<file path="src/rtl/fifo_pkg.sv">
// rtl/fifo_pkg.sv - shared FIFO helpers: clog2, width derivations, parameter-check macro
//
// Contents:
//   clog2(value)    ceiling log2, usable in constant expressions
//   addr_w(depth)   pointer width for a FIFO of 'depth' entries
//   cnt_w(depth)    occupancy counter width (holds 0..depth inclusive)
//   FIFO_PARAM_CHECK(DEPTH, AE, AF)  generate-scope elaboration check; fatal on
//                   non-power-of-two depth, depth < 4, or bad AE/AF ordering

`ifndef FIFO_PKG_SV
`define FIFO_PKG_SV

`define FIFO_PARAM_CHECK(DEPTH, AE, AF) \
    if (((DEPTH) < 4) || (((DEPTH) & ((DEPTH) - 1)) != 0)) begin : g_bad_depth \
        $fatal(1, "FIFO_DEPTH must be a power of two and at least 4"); \
    end \
    if (!(((AE) < (AF)) && ((AF) <= (DEPTH)))) begin : g_bad_levels \
        $fatal(1, "thresholds must satisfy AE_LEVEL < AF_LEVEL <= FIFO_DEPTH"); \
    end

package fifo_pkg;

    function automatic int clog2(input int value);
        int result;
        result = 0;
        for (int i = 0; i < 31; i++) begin
            if ((1 << result) < value) begin
                result = result + 1;
            end
        end
        return result;
    endfunction

    function automatic int addr_w(input int depth);
        return clog2(depth);
    endfunction

    // One extra bit so that a completely full FIFO (count == depth) is representable.
    function automatic int cnt_w(input int depth);
        return clog2(depth) + 1;
    endfunction

    localparam int DEFAULT_DEPTH  = 32;
    localparam int DEFAULT_ADDR_W = addr_w(DEFAULT_DEPTH);
    localparam int DEFAULT_CNT_W  = cnt_w(DEFAULT_DEPTH);

endpackage

`endif

</file>
<file path="src/rtl/fifo_mem_2p.sv">
// rtl/fifo_mem_2p.sv - two-port storage array, synchronous write, asynchronous read
//
// Parameters: DATA_WIDTH word width, DEPTH entries, ADDR_W address width
// Ports:
//   clk    in   write clock
//   we     in   write enable
//   waddr  in   write address
//   wdata  in   write data
//   raddr  in   read address
//   rdata  out  mem[raddr], combinational so the owner can register it or fall through

module fifo_mem_2p #(
    parameter int DATA_WIDTH = 32,
    parameter int DEPTH      = 32,
    parameter int ADDR_W     = 5
) (
    input  logic                  clk,
    input  logic                  we,
    input  logic [ADDR_W-1:0]     waddr,
    input  logic [DATA_WIDTH-1:0] wdata,
    input  logic [ADDR_W-1:0]     raddr,
    output logic [DATA_WIDTH-1:0] rdata
);

    // No reset: contents are don't-care until written.
    logic [DATA_WIDTH-1:0] mem [DEPTH];

    always_ff @(posedge clk) begin
        if (we) begin
            mem[waddr] <= wdata;
        end
    end

    assign rdata = mem[raddr];

endmodule

</file>
<file path="src/rtl/sync_fifo_status.sv">
// rtl/sync_fifo_status.sv - single-clock FIFO with occupancy count, thresholds and sticky errors
//
// Build option: SYNC_FIFO_FWFT_EN selects first-word-fall-through reads (zero latency,
// re acknowledges the head). Undefined: data_out registered, one cycle after re.
//
// Parameters: DATA_WIDTH, FIFO_DEPTH (power of two, >= 4), AF_LEVEL, AE_LEVEL
// Ports:
//   clk           in   clock, rising edge
//   reset         in   synchronous active-low reset
//   we, data_in   in   write request and data
//   re            in   read request (acknowledge in FWFT mode)
//   clr_err       in   clears overrun/underrun
//   data_out      out  read data
//   full, empty   out  count == FIFO_DEPTH / count == 0
//   almost_full   out  count >= AF_LEVEL
//   almost_empty  out  count <= AE_LEVEL
//   count         out  occupancy 0..FIFO_DEPTH
//   overrun       out  sticky: a write was dropped
//   underrun      out  sticky: a read was rejected

module sync_fifo_status
    import fifo_pkg::*;
#(
    parameter int DATA_WIDTH = 32,
    parameter int FIFO_DEPTH = 32,
    parameter int AF_LEVEL   = FIFO_DEPTH - 4,
    parameter int AE_LEVEL   = 4
) (
    input  logic                               clk,
    input  logic                               reset,
    input  logic                               we,
    input  logic [DATA_WIDTH-1:0]              data_in,
    input  logic                               re,
    input  logic                               clr_err,
    output logic [DATA_WIDTH-1:0]              data_out,
    output logic                               full,
    output logic                               empty,
    output logic                               almost_full,
    output logic                               almost_empty,
    output logic [$clog2(FIFO_DEPTH):0]        count,
    output logic                               overrun,
    output logic                               underrun
);

    localparam int ADDR_W = addr_w(FIFO_DEPTH);
    localparam int CNT_W  = cnt_w(FIFO_DEPTH);

    localparam logic [CNT_W-1:0] DEPTH_CNT = CNT_W'(FIFO_DEPTH);
    localparam logic [CNT_W-1:0] AF_CNT    = CNT_W'(AF_LEVEL);
    localparam logic [CNT_W-1:0] AE_CNT    = CNT_W'(AE_LEVEL);

    `FIFO_PARAM_CHECK(FIFO_DEPTH, AE_LEVEL, AF_LEVEL)

    logic [ADDR_W-1:0]     wr_ptr;
    logic [ADDR_W-1:0]     rd_ptr;
    logic [CNT_W-1:0]      count_q;
    logic [DATA_WIDTH-1:0] mem_rdata;
    logic                  rd_ok;
    logic                  wr_ok;
    logic                  set_overrun;
    logic                  set_underrun;

    // Flags derive from the counter alone; pointers are equal both when empty and full.
    assign full         = (count_q == DEPTH_CNT);
    assign empty        = (count_q == '0);
    assign almost_full  = (count_q >= AF_CNT);
    assign almost_empty = (count_q <= AE_CNT);
    assign count        = count_q;

    assign rd_ok = re && !empty;
    // A full FIFO can still take a write when a read frees the head slot this cycle.
    assign wr_ok = we && (!full || re);

    assign set_overrun  = we && full && !re;
    assign set_underrun = re && empty;

    fifo_mem_2p #(
        .DATA_WIDTH (DATA_WIDTH),
        .DEPTH      (FIFO_DEPTH),
        .ADDR_W     (ADDR_W)
    ) u_mem (
        .clk   (clk),
        .we    (wr_ok),
        .waddr (wr_ptr),
        .wdata (data_in),
        .raddr (rd_ptr),
        .rdata (mem_rdata)
    );

    always_ff @(posedge clk) begin
        if (!reset) begin
            wr_ptr  <= '0;
            rd_ptr  <= '0;
            count_q <= '0;
        end else begin
            if (wr_ok) begin
                wr_ptr <= wr_ptr + 1'b1;
            end
            if (rd_ok) begin
                rd_ptr <= rd_ptr + 1'b1;
            end
            if (wr_ok && !rd_ok) begin
                count_q <= count_q + 1'b1;
            end else if (rd_ok && !wr_ok) begin
                count_q <= count_q - 1'b1;
            end
        end
    end

    // A new error in the same cycle as clr_err leaves the flag set.
    always_ff @(posedge clk) begin
        if (!reset) begin
            overrun  <= 1'b0;
            underrun <= 1'b0;
        end else begin
            if (set_overrun) begin
                overrun <= 1'b1;
            end else if (clr_err) begin
                overrun <= 1'b0;
            end
            if (set_underrun) begin
                underrun <= 1'b1;
            end else if (clr_err) begin
                underrun <= 1'b0;
            end
        end
    end

`ifdef SYNC_FIFO_FWFT_EN
    // Head word falls through; masked to zero so an empty FIFO never shows stale data.
    assign data_out = empty ? '0 : mem_rdata;
`else
    logic [DATA_WIDTH-1:0] rd_data_q;

    always_ff @(posedge clk) begin
        if (!reset) begin
            rd_data_q <= '0;
        end else if (rd_ok) begin
            rd_data_q <= mem_rdata;
        end
    end

    assign data_out = rd_data_q;
`endif

endmodule

</file>
<file path="config.mk">
export PLATFORM = sky130hd
export DESIGN_NAME = sync_fifo_status
export DESIGN_NICKNAME = d
export VERILOG_FILES = /design/src/rtl/fifo_pkg.sv /design/src/rtl/fifo_mem_2p.sv /design/src/rtl/sync_fifo_status.sv
export SDC_FILE = /design/constraint.sdc
export NUM_CORES = 1
export LEC_CHECK = 0
export ABC_AREA = 1
export CAP_MARGIN = 20
export CORE_AREA = 2 2 289 291
export CTS_CLUSTER_DIAMETER = 50
export DETAILED_ROUTE_END_ITERATION = 12
export DIE_AREA = 0 0 291 293
export DONT_BUFFER_PORTS = 1
export PLACE_DENSITY = 0.7
export SYNTH_ARGS = -nofsm -noshare
export SYNTH_HDL_FRONTEND = slang
export SYNTH_SLANG_ARGS = --single-unit
</file>
<file path="constraint.sdc">
create_clock -name clk -period 4.64 [get_ports clk]
set_input_delay 0.464 -clock clk [delete_from_list [all_inputs] [get_ports clk]]
set_output_delay 0.464 -clock clk [all_outputs]
set_load 0.02 [all_outputs]
</file>
### Word-level counts from Yosys, hierarchy flattened

Memory sizes are Yosys's and may differ from the RTL's. A register that Yosys moved wholly into a read port is not among the register bits.
Cells that the tools add are included.

* register bits: 18
* bits in latches: 0
* RAM bits: 1024
* bits in read-only memories: 0
* input bits: 37
* logic and storage cells: 38
* memories kept: 1

* add/subtract/negate cells: 4
* multiply operators: 0
* divide/modulo/power cells: 0
* $lt $le $gt $ge: 2
* equal/unequal tests: 1
* shift operators: 0
* muxes and demuxes: 7
* bitwise operators: 0
* reductions and logical operators: 18

Memory list
* u_mem.mem: depth 32, bits a word 32, rd ports 1, clocked after Yosys merged registers in 1, wr ports 1, line fifo_mem_2p.sv:26 `logic [DATA_WIDTH-1:0] mem [DEPTH];`

Operators with widths (number)
* $mux 6: 2
* $add 5x1->5 const B: 2
* $logic_and 1x1->1: 7
* $add 6x1->6 const B: 1
* $eq 6x6->1 const B: 1
* $ge 6x5->1 const B: 1
* $le 6x3->1 const B: 1
* $logic_not 1->1: 6
* $logic_not 6->1: 1
* $reduce_bool 2->1: 3
* $sub 6x1->6 const B: 1
* $mux 1: 5
* $logic_or 1x1->1: 1

### Logic depth before layout (Yosys ltp)

* depth after elaboration: 8
* gate-level depth with buffers: 18
* mapped depth without buffers: 17

### Modules after synthesis

A second synthesis with hierarchy kept.

* cells, all modules: 3796
* area total of the unflattened synthesis: 43952.2 µm²

Modules (own cells, without submodules)
* fifo_mem_2p: times used 1, cells each 3504, area an instance 41765.1 µm²
* sync_fifo_status: times used 1, cells each 292, area an instance 2187.1 µm²

### Least setup slack after synthesis

No wires, ideal clock.

* path kind: register to register
* start: register count_q[0] (netlist: count[0])
* end: memory u_mem.mem[31][0], enable pin
* library setup time: 461 ps
* arrival time: 3445 ps
* required time: 4179 ps
* path slack: 734 ps
* cell stages (with the launch flop): 10
* period minus slack after synthesis: 3906 ps
* cell sequence: dfxtp_1 -> nor2_1 -> nand3_1 -> inv_1 -> nand3_1 -> nor2_1 -> nor2_1 -> buf_2 -> inv_1 -> nor3_1

* word-level cells in the longest chain between the ends: 6

RTL lines
* start, declared: line sync_fifo_status.sv:56 `logic [CNT_W-1:0] count_q;`
* start signal, assigned: line sync_fifo_status.sv:103 `count_q <= count_q + 1'b1;`
* start signal, assigned: line sync_fifo_status.sv:105 `count_q <= count_q - 1'b1;`
* $eq 6x6->1: line sync_fifo_status.sv:64 `assign full = (count_q == DEPTH_CNT);`
* $logic_not 1->1: line sync_fifo_status.sv:72 `assign wr_ok = we && (!full || re);`
* $logic_or 1x1->1: line sync_fifo_status.sv:72
* $logic_and 1x1->1: line sync_fifo_status.sv:72
* net u_mem.we: line fifo_mem_2p.sv:18 `input logic we,`
* $mux 1: line fifo_mem_2p.sv:29 `if (we) begin`
* $mux 1 (implied by the code): line fifo_mem_2p.sv:30 `mem[waddr] <= wdata;`
* end, declared: line fifo_mem_2p.sv:26

The timed path passes the listed nets, and every way through them passes these cells.

### Worst setup path after layout

* start: register count_q[0] (netlist: count[0])
* end: memory u_mem.mem[21][27], enable pin

* word-level cells in the longest chain between the ends: 6

RTL lines (line)
* $eq 6x6->1: sync_fifo_status.sv:64
* $logic_not 1->1: sync_fifo_status.sv:72
* $logic_or 1x1->1: sync_fifo_status.sv:72
* $logic_and 1x1->1: sync_fifo_status.sv:72
* $mux 1: fifo_mem_2p.sv:29
* $mux 1 (implied by the code): fifo_mem_2p.sv:30

No other way between the ends.

==> flow_metrics.env <==
export IMPL_status="finished, final reports clean"
export IMPL_cp_required_ns=5.01
export IMPL_yosysMostFrequentCell="nand2_1"
export IMPL_slew_viol_final=0
export IMPL_slowest_stage="dfxtp_1"
export IMPL_ys_seq_area_share_pct=70.9
export IMPL_grt_pass1_vias=28585
export IMPL_synth_async_reset_ratio_pct=0
export IMPL_remaining_drc_errors=0
export IMPL_drt_total_wl_mm=120
export IMPL_start_util_pct=54.8
export IMPL_areaGrowthSynthToFinish_pct=12.5
export IMPL_syn_area_per_cell_um2=10.7
export IMPL_place_port_buffers=0
export IMPL_ioPinCount=81
export IMPL_synth_commonest_cells="nand2_1 (1406), edfxtp_1 (1024), nand3_1 (619)"
export IMPL_synth_cell_types=27
export IMPL_cts_clk_slew_worst_paths_ns=0.06
export IMPL_ys_seq_elements=1074
export IMPL_cts_buffers=110
export IMPL_drv_cap=0
export IMPL_crit_chain="nor2_1, nand3_1, inv_1, nand3_1, nor2_1, nor2_1, buf_4, nand2_1, buf_4, nor2_4, buf_4"
export IMPL_rsz0062_at_grt="no"
export IMPL_dieArea_um2=85300
export IMPL_vdd_drop_max_v=0.000342
export IMPL_vias=30209
export IMPL_via_per_inst=5.64
export IMPL_finalCriticalPeriod_ns=3.06
export IMPL_n_antenna_cell=0
export IMPL_crit_buf_inv=4
export IMPL_crit_type="register to register"
export IMPL_nets=4247
export IMPL_drtIter0Drc=3968
export IMPL_row_count=105
export IMPL_cp_top_family="simple AND/OR/NAND/NOR gates"
export IMPL_fin_crit_sh_pct=66.0
export IMPL_syn_area_um2=44800
export IMPL_hp_start="data_in[15]"
export IMPL_synth_top_area_share_pct=68.6
export IMPL_route_antenna_remaining_nets=0
export IMPL_worstPathArrival_ns=3.43
export IMPL_critPathMaxStageDelay_ns=0.59
export IMPL_post_cts_setup_buffer_count=0
export IMPL_ys_flop_type="edfxtp_1"
export IMPL_grt_first_pass_wirelength_mm=180
export IMPL_holdCritPathClass="input port to register"
export IMPL_fillers=6288
export IMPL_cts_buffer_depth=3
export IMPL_grt_start_max_net_pins=175
export IMPL_core_um2=81800
export IMPL_die_w_um=291
export IMPL_syn_inst=4194
export IMPL_place_hpwl_mm=70.1
export IMPL_synth_edf_count=1024
export IMPL_yosys_top_cells_area="edfxtp_1 (69%), nand2_1 (12%), nand3_1 (6.9%), inv_1 (3.7%), dfxtp_1 (2.2%)"
export IMPL_p_per_area_nw_per_um2=488
export IMPL_rr_startpoint="count[0]"
export IMPL_finClkSkew_ns=0.0400
export IMPL_max_slew_margin_pct=30.7
export IMPL_cp_max_fo=15
export IMPL_yosysTopAreaCell="edfxtp_1"
export IMPL_clk_latency_ns=0.69
export IMPL_drive_above_1_share_pct=7.53
export IMPL_die_h_um=293
export IMPL_startpoint="count[0]"
export IMPL_clock_sinks=1074
export IMPL_cts_tree="built"
export IMPL_fmax_mhz=326
export IMPL_setup_viol=0
export IMPL_setup_ws_ns=1.58
export IMPL_r2r_setup_slack_ns=1.58
export IMPL_antenna_found_initial=0
export IMPL_place_congestion=0.928
export IMPL_place_ws_ns=1.59
export IMPL_final_hold_violation_count=0
export IMPL_h_tree_depth=3
export IMPL_grt_overflow=0
export IMPL_worstSetupEndpointType="register"
export IMPL_root_buffer="clkbuf_16"
export IMPL_tns_ns=0
export IMPL_worst_slew_pin_slew_ns=1.04
export IMPL_p_leak_nw=19.8
export IMPL_wl_per_cell_um=22.4
export IMPL_track_usage_pct=28.2
export IMPL_p_total_mw=24.6
export IMPL_dr_pass1_iters=6
export IMPL_start_kind="register"
export IMPL_yosysWarningCount=0
export IMPL_synth_fp_nets=4242
final timing paths:
kind                             to  depth (start not counted)
setup / recovery  u_mem.mem[21][27]                         11
hold / removal    u_mem.mem[18][15]                          1
setup reg to reg  u_mem.mem[21][27]                         11
hold reg to reg           wr_ptr[0]                          1
flip-flops by register name (all words and copies together), names as in the netlist:
name and flops:
overrun 1, underrun 1, count 6, wr_ptr 5, data_out 32, rd_ptr 5
u_mem.mem 1024
cells in the final DEF (no fill, tap or decap), types with 10 or more instances in the layout:
cell type     n
clkinv_2     27
dfxtp_1      46
ha_1         10
buf_4        63
nor2_1      207
clkbuf_16   112
a21oi_1     110
buf_12       53
edfxtp_1   1024
nor2_4       31
nand2_1    1405
inv_1       442
nand3_1     619
o21ai_0      45
clkbuf_1     34
cell families after synthesis:
kind of cell | count (synthesis) | synth area share [%]
adders and majority gates | 11 | 0.324
AOI/OAI and AO/OA | 160 | 1.82
buffers and inverters | 676 | 6.15
DFF | 1074 | 70.9
and+or+nand+nor | 2267 | 20.7
xor gates and xnor gates | 6 | 0.117
power breakdown:
| group | total (mW) | internal [mW] | leakage (nW) | switching [mW] |
|---|---|---|---|---|
| sequential | 11.2 | 10.8 | 9.64 | 0.417 |
| clock | 8.51 | 4.84 | 1.69 | 3.67 |
| combinational | 4.88 | 1.33 | 8.44 | 3.55 |
| total | 24.6 | 17.0 | 19.8 | 7.63 |
layout make-up:
type | count | area, um2 | area share, %
well taps | 1070 | 1340 | 2.66
clock inverters | 50 | 445 | 0.884
flip-flops and latches | 1074 | 31800 | 63.0
multi-input cells | 2444 | 10600 | 20.9
clock buffers | 153 | 3030 | 6.01
repair buffers | 120 | 1570 | 3.12
inverters | 449 | 1700 | 3.38
per-layer routing:
metal | up-vias | track usage, % | wire length [um]
met5 | - | 0 | 0
met4 | 0 | 10.8 | 4160
met3 | 245 | 5.84 | 12900
met2 | 1610 | 44.6 | 56000
met1 | 14438 | 38.9 | 47300
li1 | 13916 | - | -
stage by stage:
step / cell area [um2] / hold WS [ns] / utilization (%) / cells
CTS: 50400 / 0.0641 / 61.6 / 5360
global placement: 46200 / 0.506 / 56.5 / 5121
finish: 50400 / 0.0843 / 61.6 / 5360
detailed placement: 46200 / 0.515 / 56.5 / 5121
floorplan: 44800 / 0.474 / - / 4194
global route: 50400 / 0.0882 / 61.6 / 5360
repair_timing:
action                                 4_1_cts  5_1_grt
endpoints found under the hold margin     1034        0
hold buffers                                36        0
resized for setup                            0        0
No activity file was read; power rests on OpenSTA's default activity.
